## src/rtl/mem_access_unit_pkg.sv

```systemverilog
// Shared definitions for the memory access stage: FSM encoding, opcode field
// position and an alignment helper.
package mem_access_unit_pkg;

  typedef enum logic [1:0] {
    S_IDLE = 2'd0,
    S_REQ  = 2'd1,
    S_WAIT = 2'd2,
    S_DONE = 2'd3
  } state_t;

  localparam int OPC_HI = 31;
  localparam int OPC_LO = 26;

  function automatic logic misaligned(input logic [1:0] lsb);
    return lsb != 2'b00;
  endfunction

endpackage

```

## src/rtl/mem_timeout_counter.sv

```systemverilog
// Response watchdog: counts cycles spent waiting; tc flags the last allowed cycle.
module mem_timeout_counter #(
  parameter int TIMEOUT = 16
) (
  input  logic clk,
  input  logic rst,
  input  logic clear,
  input  logic enable,
  output logic tc
);
  localparam int CW = (TIMEOUT > 1) ? $clog2(TIMEOUT) : 1;

  logic [CW-1:0] count;

  always_ff @(posedge clk) begin
    if (rst || clear) count <= '0;
    else if (enable)  count <= count + CW'(1);
  end

  assign tc = (count == CW'(TIMEOUT - 1));

endmodule

```

## src/rtl/mem_access_unit.sv

```systemverilog
// Memory-side stage of the multicycle core: turns control-FSM strobes into a
// ready/valid request, captures IR/MDR and stalls the FSM while busy.
module mem_access_unit
  import mem_access_unit_pkg::*;
#(
  parameter int DATA_W  = 32,
  parameter int ADDR_W  = 32,
  parameter int TIMEOUT = 16
) (
  input  logic              clk,
  input  logic              rst,
  input  logic [ADDR_W-1:0] pc,
  input  logic [ADDR_W-1:0] alu_out,
  input  logic [DATA_W-1:0] store_data,
  input  logic              mem_get_data,
  input  logic              mem_read,
  input  logic              mem_write,
  input  logic              ir_write,
  output logic              req_valid,
  input  logic              req_ready,
  output logic [ADDR_W-1:0] req_addr,
  output logic              req_we,
  output logic [DATA_W-1:0] req_wdata,
  input  logic              rsp_valid,
  input  logic [DATA_W-1:0] rsp_rdata,
  output logic [DATA_W-1:0] ir,
  output logic [5:0]        opcode,
  output logic [DATA_W-1:0] mdr,
  output logic              stall,
  output logic              done,
  output logic              err
);

  state_t            state, state_n;
  logic              cmd, err_set, cap_ir, tc;
  logic [ADDR_W-1:0] addr_sel;

  // Both strobes at once still counts as a command so it can be flagged.
  assign cmd      = mem_read | mem_write;
  assign addr_sel = mem_get_data ? alu_out : pc;

  mem_timeout_counter #(.TIMEOUT(TIMEOUT)) u_tmo (
    .clk    (clk),
    .rst    (rst),
    .clear  (state != S_WAIT),
    .enable (state == S_WAIT && !rsp_valid),
    .tc     (tc)
  );

  always_ff @(posedge clk) begin
    if (rst) state <= S_IDLE;
    else     state <= state_n;
  end

  always_comb begin
    state_n = state;
    err_set = 1'b0;
    case (state)
      S_IDLE: begin
        if (cmd) begin
          if ((mem_read && mem_write) || misaligned(addr_sel[1:0])) begin
            state_n = S_DONE;
            err_set = 1'b1;
          end else begin
            state_n = S_REQ;
          end
        end
      end
      S_REQ:  if (req_ready) state_n = req_we ? S_DONE : S_WAIT;
      S_WAIT: begin
        if (rsp_valid) begin
          state_n = S_DONE;
        end else if (tc) begin
          state_n = S_DONE;
          err_set = 1'b1;
        end
      end
      S_DONE:  state_n = S_IDLE;
      default: state_n = S_IDLE;
    endcase
  end

  always_ff @(posedge clk) begin
    if (rst) begin
      req_addr  <= '0;
      req_we    <= 1'b0;
      req_wdata <= '0;
      cap_ir    <= 1'b0;
      ir        <= '0;
      mdr       <= '0;
      err       <= 1'b0;
    end else begin
      if (err_set) err <= 1'b1;
      // Request fields are frozen here so they stay stable through backpressure.
      if (state == S_IDLE && cmd) begin
        req_addr  <= addr_sel;
        req_we    <= mem_write;
        req_wdata <= store_data;
        cap_ir    <= ir_write & mem_read;
      end
      if (state == S_WAIT && rsp_valid) begin
        mdr <= rsp_rdata;
        if (cap_ir) ir <= rsp_rdata;
      end
    end
  end

  assign req_valid = (state == S_REQ);
  assign done      = (state == S_DONE);
  assign stall     = (state == S_IDLE && cmd) || state == S_REQ || state == S_WAIT;
  assign opcode    = ir[OPC_HI:OPC_LO];

endmodule

```

## config.mk

```make
export PLATFORM = sky130hd
export DESIGN_NAME = mem_access_unit
export DESIGN_NICKNAME = d
export VERILOG_FILES = /design/src/rtl/mem_access_unit_pkg.sv /design/src/rtl/mem_timeout_counter.sv /design/src/rtl/mem_access_unit.sv
export SDC_FILE = /design/constraint.sdc
export NUM_CORES = 1
export LEC_CHECK = 0
export ABC_AREA = 1
export BUFFER_PORTS_ARGS = -buffer_cell sky130_fd_sc_hd__buf_2
export CAP_MARGIN = 20
export CORE_MARGIN = 4
export CORE_UTILIZATION = 45
export DETAILED_ROUTE_END_ITERATION = 16
export PLACE_DENSITY_LB_ADDON = 0.3
export SETUP_SLACK_MARGIN = 0.2
export SKIP_CTS_REPAIR_TIMING = 1
export SLEW_MARGIN = 20
export SYNTH_ARGS = -nofsm -noshare
export SYNTH_HDL_FRONTEND = slang
export SYNTH_HIERARCHICAL = 1
export SYNTH_SLANG_ARGS = --single-unit
```

## constraint.sdc

```tcl
create_clock -name clk -period 1.85 [get_ports clk]
set_input_delay 0.37 -clock clk [delete_from_list [all_inputs] [get_ports clk]]
set_output_delay 0.37 -clock clk [all_outputs]
set_load 0.05 [all_outputs]
```

==> reports/results.txt <==
Design area: 7460 µm²
Syn avg cell area: 7.68 µm²
Syn Inst Count: 687
Lkg Pwr: 0.00360 µW
Starting Density: 46.0%
Initial antenna violation count: 0
DR vias/cell: 5.04
Int Pwr: 7420 µW
Critical path buffers and inverters: 2
Final GP Congestion: 0.814
Mux cell area share after synthesis: 0%
I/O pin count: 275
Largest net degree at the start of global routing: 80
CP required: 1480 ps
Final #Nets: 1085
Final setup violation count: 0
Syn Nets: 829
Vias in the first global route: 4910
Worst min path class: in -> reg
Via count of the routed design: 5532
Worst-Skew Late Latency: 410 ps
YS warnings: 6
Root buffer cell: clkbuf_16
Clk buf depth: 2
Comb power frac: 43.4%
Flop pwr share: 30.5%
# Max-Cap Violations: 0
Htree depth: 4
DRT iter0 DRCs: 458
GRT overflow: 0
Drt total wl: 15.9 mm
Antenna viol nets, final: 0
Power Density: 1790 nW/µm²
Final hold violation count: 0
Sw power: 5930 µW
Total Power: 13400 µW
Slew margin rel.: 62.6%
Sequential area share after synthesis: 52.0%
Largest family of logic cells by synthesized area: simple AND/OR/NAND/NOR gates
First-pass DRT Iterations: 5
Area growth syn-to-layout: 41.3%
Synth Area in XOR/XNOR: 0%
Num Clock Sinks: 137
Crit Path Class: reg -> out
Layout cell share with drive strength beyond 1: 35.6%
Die H: 116 µm
Simple logic cell fraction of the synthesized area: 22.7%
Netlist cell types: 23
Routed length per instance: 14.5 µm
Dpl cell area: 6680 µm²
Number of buffers added on ports: 274
Clock-pin slew on the worst setup and hold paths: 60 ps
Crit-path slowest cell: dfxtp_4
Top cell family by delay on the critical path: flip-flops
Residual DRC: 0
TritonCTS Buffers: 17
VDD IR max: 1.03 mV
Place WS: 219 ps
Most frequent cells in the layout: 272 x buf_2, 138 x nor2_1, 135 x dfxtp_1, 119 x nand2_1, 73 x o21ai_0
CP arrival: 1380 ps
Synth Area in Adders: 1.42%
DP HPWL: 11.1 mm
Switching Fraction: 44.4%
Chip Width: 116 µm
Post-Syn Area: 5280 µm²
Seq cells post-synth: 137
Final period utilization: 94.4%
Max FO, Critical Path: 4
Fmax achieved: 573 MHz
Critical Path End Type: output pin
CP Cell Sequence: inv_4 > ha_4 > o21ai_4 > nand2_2 > buf_8
Slew Limit Fails: 0
Ant. Diodes: 0
Startpoint types: flip-flop
PnR worst setup slack: 104 ps
Die area: 13500 µm²
CTS tree: built
First-pass GRT wire length: 23.7 mm
Clock group share of total power: 26.0%
Row count: 39
Core ar.: 11500 µm²
RSZ-0062 raised after global routing: true
Min Tclk post-route: 1750 ps
Commonest non-fill, non-tap cell in the layout: buf_2
Fin Clk Skew: 9.85 ps
Synth Area in Compound Gates: 16.9%
CP peak stage delay: 390 ps
Worst-margin pin slew: 560 ps
Total GRT Usage: 22.1%
Status: completed
## routing by layer
layer,vias up,track usage (%),part of all wire (%)
met4,0,7.50,1.6
met2,230,37.6,50
met3,21,6.89,8.9
li1,2771,-,-
met5,-,0,0
met1,2510,26.3,39
## worst min-delay path, stage by stage
cell	delay, ps
buf_2	70
o21ai_1	60
nor2_1	70
## state kept, by name, summed over array words and instances, names as in the netlist
signal / cells
req_we: 1
err: 1
ir: 32
mdr: 32
u_tmo/count: 4
cap_ir: 1
req_addr: 32
state: 2
req_wdata: 32
## through the flow
stage                     util (%)  TNS (ps)  hold slack (ps)  std cells
final                         65.0         0              199       1098
after global routing          65.0         0              210       1098
after CTS                     63.5      -173              185       1092
after detailed placement      58.2         0              449       1061
after global placement        58.2         0              445       1061
after floorplan                  -         0              469        687
## synth_stat cells
library cell / count / share of area [%]
buf_6: 7 / 1.5
nand2_1: 121 / 8.6
and3_1: 1 / 0.12
nand2_2: 1 / 0.12
nand4_1: 1 / 0.12
ha_1: 6 / 1.4
clkbuf_2: 2 / 0.19
nor2_1: 140 / 10
buf_2: 13 / 1.2
nand3_1: 39 / 3.7
inv_2: 1 / 0.071
buf_4: 7 / 1.0
dfxtp_1: 137 / 52
clkbuf_1: 26 / 1.8
inv_1: 15 / 1.1
a31oi_1: 30 / 3.6
a211oi_1: 2 / 0.28
a21oi_1: 39 / 3.7
o21ai_1: 22 / 2.1
o21ai_4: 1 / 0.31
nor2_2: 1 / 0.12
o21ai_0: 73 / 6.9
buf_1: 2 / 0.14
## cell type report
type                       count  area (µm²)
fill                        1037        4010
timing repair buffer         294        1630
sequential                   137        2750
inverter                      16        65.1
multi-input combinational    477        2220
tap                          143         179
clock inverter                12         175
clock buffer                  19         433
## logic make-up (layout without fill, tap and decap cells)
logic type / count (synthesis) / after routing
adders and majority gates: 6 / 6
DFF: 137 / 137
buffers and inverters: 73 / 341
and+or+nand+nor: 304 / 304
AOI/OAI and AO/OA: 167 / 167
## final timing paths
kind	start	end	slack [ps]	depth (start not counted)
setup / recovery	state[0]	stall	100	5
hold / removal	store_data[1]	req_wdata[1]	200	3
setup reg to reg	state[1]	ir[20]	330	8
hold reg to reg	ir[16]	ir[16]	460	2
## power groups by stage
stage               registers (µW)  clock network (µW)  logic (µW)
global placement              4090                   0        5470
CTS                           4050                3540        5510
finish                        4080                3480        5800
global route                  4160                3660        6190
detailed placement            4090                   0        5500
floorplan                     6460                   0        1900
No activity file was read; power rests on OpenSTA's default activity.
